==> src/rtl/getir_ps_uretici.sv <==
// Fetch-PC generator feeding the ongorucu predictor, with an in-order in-flight prediction queue.
// Optional ISTATISTIK_EN adds saturating branch / mispredict counters (dallan_sayac, yanlis_sayac).
module getir_ps_uretici #(
    parameter int unsigned       PC_LEN          = 32,
    parameter logic [PC_LEN-1:0] RESET_PS        = '0,
    parameter int unsigned       KUYRUK_DERINLIK = 4
) (
    input  logic              clk,
    input  logic              rst,
    output logic [PC_LEN-1:0] getir_ps,
    output logic              getir_gecerli,
    input  logic              ongoru_dallan,
    input  logic [PC_LEN-1:0] ongoru_dallan_ps,
    input  logic              cozme_hazir,
    output logic              getir_ongoru,
    input  logic              yurut_gecerli,
    input  logic [PC_LEN-1:0] yurut_ps,
    input  logic              yurut_dallanma,
    input  logic              yurut_dallan,
    input  logic [PC_LEN-1:0] yurut_dallan_ps,
    output logic              yonlendir,
    output logic              guncelle_gecerli,
`ifdef ISTATISTIK_EN
    output logic [31:0]       dallan_sayac,
    output logic [31:0]       yanlis_sayac,
`endif
    output logic              hata
);

    localparam int unsigned PTR_W = (KUYRUK_DERINLIK > 1) ? $clog2(KUYRUK_DERINLIK) : 1;
    localparam int unsigned CNT_W = PTR_W + 1;
    localparam logic [CNT_W-1:0]  DERINLIK = CNT_W'(KUYRUK_DERINLIK);
    localparam logic [PC_LEN-1:0] ADIM     = PC_LEN'(4);

    typedef struct packed {
        logic [PC_LEN-1:0] ps;
        logic              dallan;
        logic [PC_LEN-1:0] hedef;
    } kuyruk_girdi_t;

    kuyruk_girdi_t     kuyruk_q [KUYRUK_DERINLIK];
    logic [PTR_W-1:0]  yaz_ptr_q;
    logic [PTR_W-1:0]  oku_ptr_q;
    logic [CNT_W-1:0]  sayi_q;

    kuyruk_girdi_t     bas;
    kuyruk_girdi_t     yeni_girdi;
    logic              bas_gecerli;
    logic              dolu;
    logic              mis;
    logic              it;
    logic              cek;
    logic              hata_set;
    logic [PC_LEN-1:0] getir_ps_d;
    logic [PTR_W-1:0]  yaz_ptr_d;
    logic [PTR_W-1:0]  oku_ptr_d;
    logic [CNT_W-1:0]  sayi_d;

    assign bas = kuyruk_q[oku_ptr_q];

    // Handshake, mispredict detection and next-PC selection
    always_comb begin
        bas_gecerli      = 1'b0;
        dolu             = 1'b0;
        mis              = 1'b0;
        getir_gecerli    = 1'b0;
        getir_ongoru     = ongoru_dallan;
        yonlendir        = 1'b0;
        guncelle_gecerli = 1'b0;
        it               = 1'b0;
        cek              = 1'b0;
        hata_set         = 1'b0;
        yeni_girdi       = '{ps: getir_ps, dallan: ongoru_dallan, hedef: ongoru_dallan_ps};
        getir_ps_d       = getir_ps;
        yaz_ptr_d        = yaz_ptr_q;
        oku_ptr_d        = oku_ptr_q;
        sayi_d           = sayi_q;

        bas_gecerli = (sayi_q != '0);
        dolu        = (sayi_q == DERINLIK);

        if (!rst) begin
            mis = yurut_gecerli && bas_gecerli &&
                  ((bas.dallan != yurut_dallan) ||
                   (yurut_dallan && (bas.hedef != yurut_dallan_ps)));
            yonlendir        = mis;
            guncelle_gecerli = yurut_gecerli && yurut_dallanma && bas_gecerli;
            getir_gecerli    = !dolu && !mis;
            it               = getir_gecerli && cozme_hazir;
            cek              = yurut_gecerli && bas_gecerli;
            hata_set         = yurut_gecerli && (!bas_gecerli || (bas.ps != yurut_ps));
        end

        if (mis) begin
            getir_ps_d = yurut_dallan ? yurut_dallan_ps : (yurut_ps + ADIM);
        end else if (it) begin
            getir_ps_d = ongoru_dallan ? ongoru_dallan_ps : (getir_ps + ADIM);
        end

        if (cek) begin
            oku_ptr_d = oku_ptr_q + PTR_W'(1);
        end
        if (it) begin
            yaz_ptr_d = yaz_ptr_q + PTR_W'(1);
        end
        sayi_d = sayi_q + CNT_W'(it) - CNT_W'(cek);

        // Flush: drop everything behind the mispredicted head
        if (mis) begin
            yaz_ptr_d = oku_ptr_d;
            sayi_d    = '0;
        end
    end

    // Control state
    always_ff @(posedge clk) begin
        if (rst) begin
            getir_ps  <= RESET_PS;
            yaz_ptr_q <= '0;
            oku_ptr_q <= '0;
            sayi_q    <= '0;
            hata      <= 1'b0;
        end else begin
            getir_ps  <= getir_ps_d;
            yaz_ptr_q <= yaz_ptr_d;
            oku_ptr_q <= oku_ptr_d;
            sayi_q    <= sayi_d;
            hata      <= hata | hata_set;
        end
    end

    // Queue storage; contents are qualified by sayi_q so no reset needed
    always_ff @(posedge clk) begin
        if (it) begin
            kuyruk_q[yaz_ptr_q] <= yeni_girdi;
        end
    end

`ifdef ISTATISTIK_EN
    // Saturating event counters
    always_ff @(posedge clk) begin
        if (rst) begin
            dallan_sayac <= '0;
            yanlis_sayac <= '0;
        end else begin
            if (guncelle_gecerli && (dallan_sayac != '1)) begin
                dallan_sayac <= dallan_sayac + 32'd1;
            end
            if (mis && (yanlis_sayac != '1)) begin
                yanlis_sayac <= yanlis_sayac + 32'd1;
            end
        end
    end
`endif

endmodule

==> config.mk <==
export PLATFORM = sky130hd
export DESIGN_NAME = getir_ps_uretici
export DESIGN_NICKNAME = d
export VERILOG_FILES = /design/src/rtl/getir_ps_uretici.sv
export SDC_FILE = /design/constraint.sdc
export NUM_CORES = 1
export LEC_CHECK = 0
export ABC_AREA = 1
export CORE_ASPECT_RATIO = 1.5
export CORE_MARGIN = 4
export CORE_UTILIZATION = 33
export DETAILED_ROUTE_END_ITERATION = 8
export GPL_TIMING_DRIVEN = 0
export PLACE_DENSITY = 0.54
export SLEW_MARGIN = 20
export SYNTH_ARGS = -nofsm -noshare
export SYNTH_HDL_FRONTEND = slang
export SYNTH_SLANG_ARGS = --single-unit
==> constraint.sdc <==
create_clock -name clk -period 11.43 [get_ports clk]
set_input_delay 1.143 -clock clk [delete_from_list [all_inputs] [get_ports clk]]
set_output_delay 1.143 -clock clk [all_outputs]
set_load 0.01 [all_outputs]
==> flow_summary.toml <==
[floorplan]
io_pins = 140
die_h_um = 268.0
die_area_um2 = 48610
die_w_um = 181.4
num_rows = 95
initial_utilization_pct = 33.29
fp.coreArea_um2 = 44690

[setup_path]
cp-end-kind = "primary output"
cp_max_fo = 10
cp-start-kind = "flop"
critPathArrivalTime_ps = 4230
required_ps = 10290
crit_type = "flop to primary output"

[clocking]
clock_latency_ps = 580
cts_resized = 0
clk_pin_slew_ps = 60
cts-root-buf = "clkbuf_16"
h-tree-depth = 1
cts_hold_buf = 0
clockBufferDepth = 3
cts_buffers = 30
post_cts_buffers = 0
cts_tree = "done"
cts.sinks = 300

[grt]
grt_first_pass_wirelength_mm = 85.84
antenna_found_initial = 0
grt-ovfl-total = 0
grt_pass1_vias = 12760
grt_max_degree = 23
grt_usage_pct = 23.83

[yosys]
synth_area_leaders = "edfxtp_1 52%, nand2_1 13%, nand3_1 6.0%, dfxtp_1 5.4%, nor2_1 3.8%"
synth_warnings = 0
synth.ff_latch_count = 300
synth_top_area_share_pct = 52.48
synth-edff-count = 260
synthDistinctLibCells = 44
avgSynthCellArea_um2 = 9.099
synth-async-reset-ratio_pct = 0
syn-instance-count = 1635
seq_area_frac_synth_pct = 57.86
synth-main-ff-cell = "edfxtp_1"
synthesis.nets = 1747
synth_area_um2 = 14880
yosysTopAreaCell = "edfxtp_1"

[pwr]
power_density_nw_per_um2 = 185.0
leakage_uw = 0.006927
ir_worst_vdd_v = 0.0001176
power.total_uw = 3392

[detailed_routing]
routed_via_density = 5.229
num_vias = 12664
routed_wl_mm = 59.01
initialDrtViolationCount = 979
drc = 0
wl_per_cell_um = 24.36
drtPass1Iterations = 6
drtAntennaViolNets = 0

[place]
gp_congestion = 1.002
io_buffers = 136
hpwl_mm = 45.87
place_area_um2 = 17280

[layout]
fin_util_pct = 41.02
fillCellCount = 4590
drive_above_1_share_pct = 7.504
design_area_um2 = 18330
nNetsFinal = 1927
areaGrowthSynthToFinish_pct = 23.23

[sta]
fin_crit_ps = 5374
hold_viol_final = 0
setup_viol = 0
rsz0062_at_grt = "false"
tns_ps = 0
max-slew-margin-rel_pct = 37.36
worst_pin_slew_ps = 939.5
clock_skew_ps = 15.82
slew_viol_final = 0
hold_ws_ps = 493.9
period_share_pct = 47.01
fmax_mhz = 186.1

[run_status]
outcome = "finished, final reports clean"

[min_path]
min_path_type = "flop to flop"

[flow_run]
drv_cap = 0
-- final timing paths --
| path | from | end | slack [ps] | cells past startpoint |
|---|---|---|---|---|
| setup / recovery | oku_ptr_q[1] | yonlendir | 6060 | 12 |
| hold / removal | hata | hata | 490 | 2 |
| setup reg to reg | oku_ptr_q[1] | kuyruk_q[3][29] | 7300 | 13 |
| hold reg to reg | hata | hata | 490 | 2 |
-- critical path, cell delays in order, from the launching register on --
cell and delay [ps]:
dfxtp_1 310, inv_1 200, clkbuf_1 740, nand3_1 140, nand2_1 130, xor2_1 170
nand3_1 180, nor2_1 320, nand3_2 250, nand3_2 190, inv_2 140, buf_2 270
clkdlybuf4s50_1 580
-- per-layer routing --
metal	GRT usage [%]	wire length [um]	vias up
met5	0	0	-
met4	10.29	2809	0
met3	2.559	2667	113
met2	45.00	31300	422
met1	27.19	22230	6193
li1	-	-	5936
-- synthesized netlist by cell type, types with 2 or more instances --
master     count
o2111ai_1      4
nor4_1        10
a21oi_1       16
nor2_1       152
xor2_1        40
o211ai_1      20
o21ai_1       26
nand3_1      177
inv_2          3
buf_1          2
ha_1           8
or2_2         15
buf_2         32
o22a_1         3
mux2i_1        4
clkbuf_1      27
a31oi_1        3
o22ai_1       13
nand3_2        2
edfxtp_1     260
xnor2_1       13
inv_1         88
nor4b_1        2
o21ai_0       74
buf_6          6
nor3_1        31
nand2_1      518
nand4_1       20
dfxtp_1       40
buf_4          8
nand2_2        2
nand3b_1       4
-- cell usage in the layout, fill, tap and decap left out, types with 33 or more instances in the layout --
cell	n
clkbuf_16	33
edfxtp_1	260
clkdlybuf4s50_1	136
nand3_1	177
o21ai_0	74
nand2_1	518
inv_1	88
nor2_1	148
dfxtp_1	40
xor2_1	40
-- kinds of logic after synthesis --
group	synth area share [%]
AO/OA/AOI/OAI	6.274
XOR/XNOR	3.120
adder cells (fa/ha/maj)	0.8074
buffers and inverters	5.021
flip-flops	57.86
multiplexers	0.2691
AND/OR/NAND/NOR	26.64
-- report_power, final --
| group | total [uW] | switching [uW] | internal (uW) |
|---|---|---|---|
| Sequential | 1470 | 135 | 1330 |
| Combinational | 885 | 565 | 320 |
| Clock | 1040 | 434 | 604 |
| Total | 3390 | 1130 | 2260 |
-- layout make-up --
type                            count  area, um^2  share of cell area [%]
Antenna cell                        1       2.502                 0.01365
Inverter                           92       345.3                   1.884
Buffer                             76       401.6                   2.191
Timing Repair Buffer              148        1647                   8.982
Multi-Input combinational cell   1167        5552                   30.28
Clock buffer                       47       968.4                   5.283
Sequential cell                   300        8608                   46.96
Tap cell                          582       728.2                   3.972
Clock inverter                      9       80.08                  0.4368
-- registers in the layout, indices dropped and copies added (netlist names) --
register   flops
sayi_q         3
kuyruk_q     260
oku_ptr_q      2
getir_ps      32
yaz_ptr_q      2
hata           1
-- per-stage QoR --
stage                     setup slack (ps)  cells
final                                 6056   2422
after global routing                  5876   2421
after CTS                             6026   2421
after detailed placement              6209   2365
after global placement                2442   2353
after floorplan                       6275   1635
(Power assumes the default switching activity.)
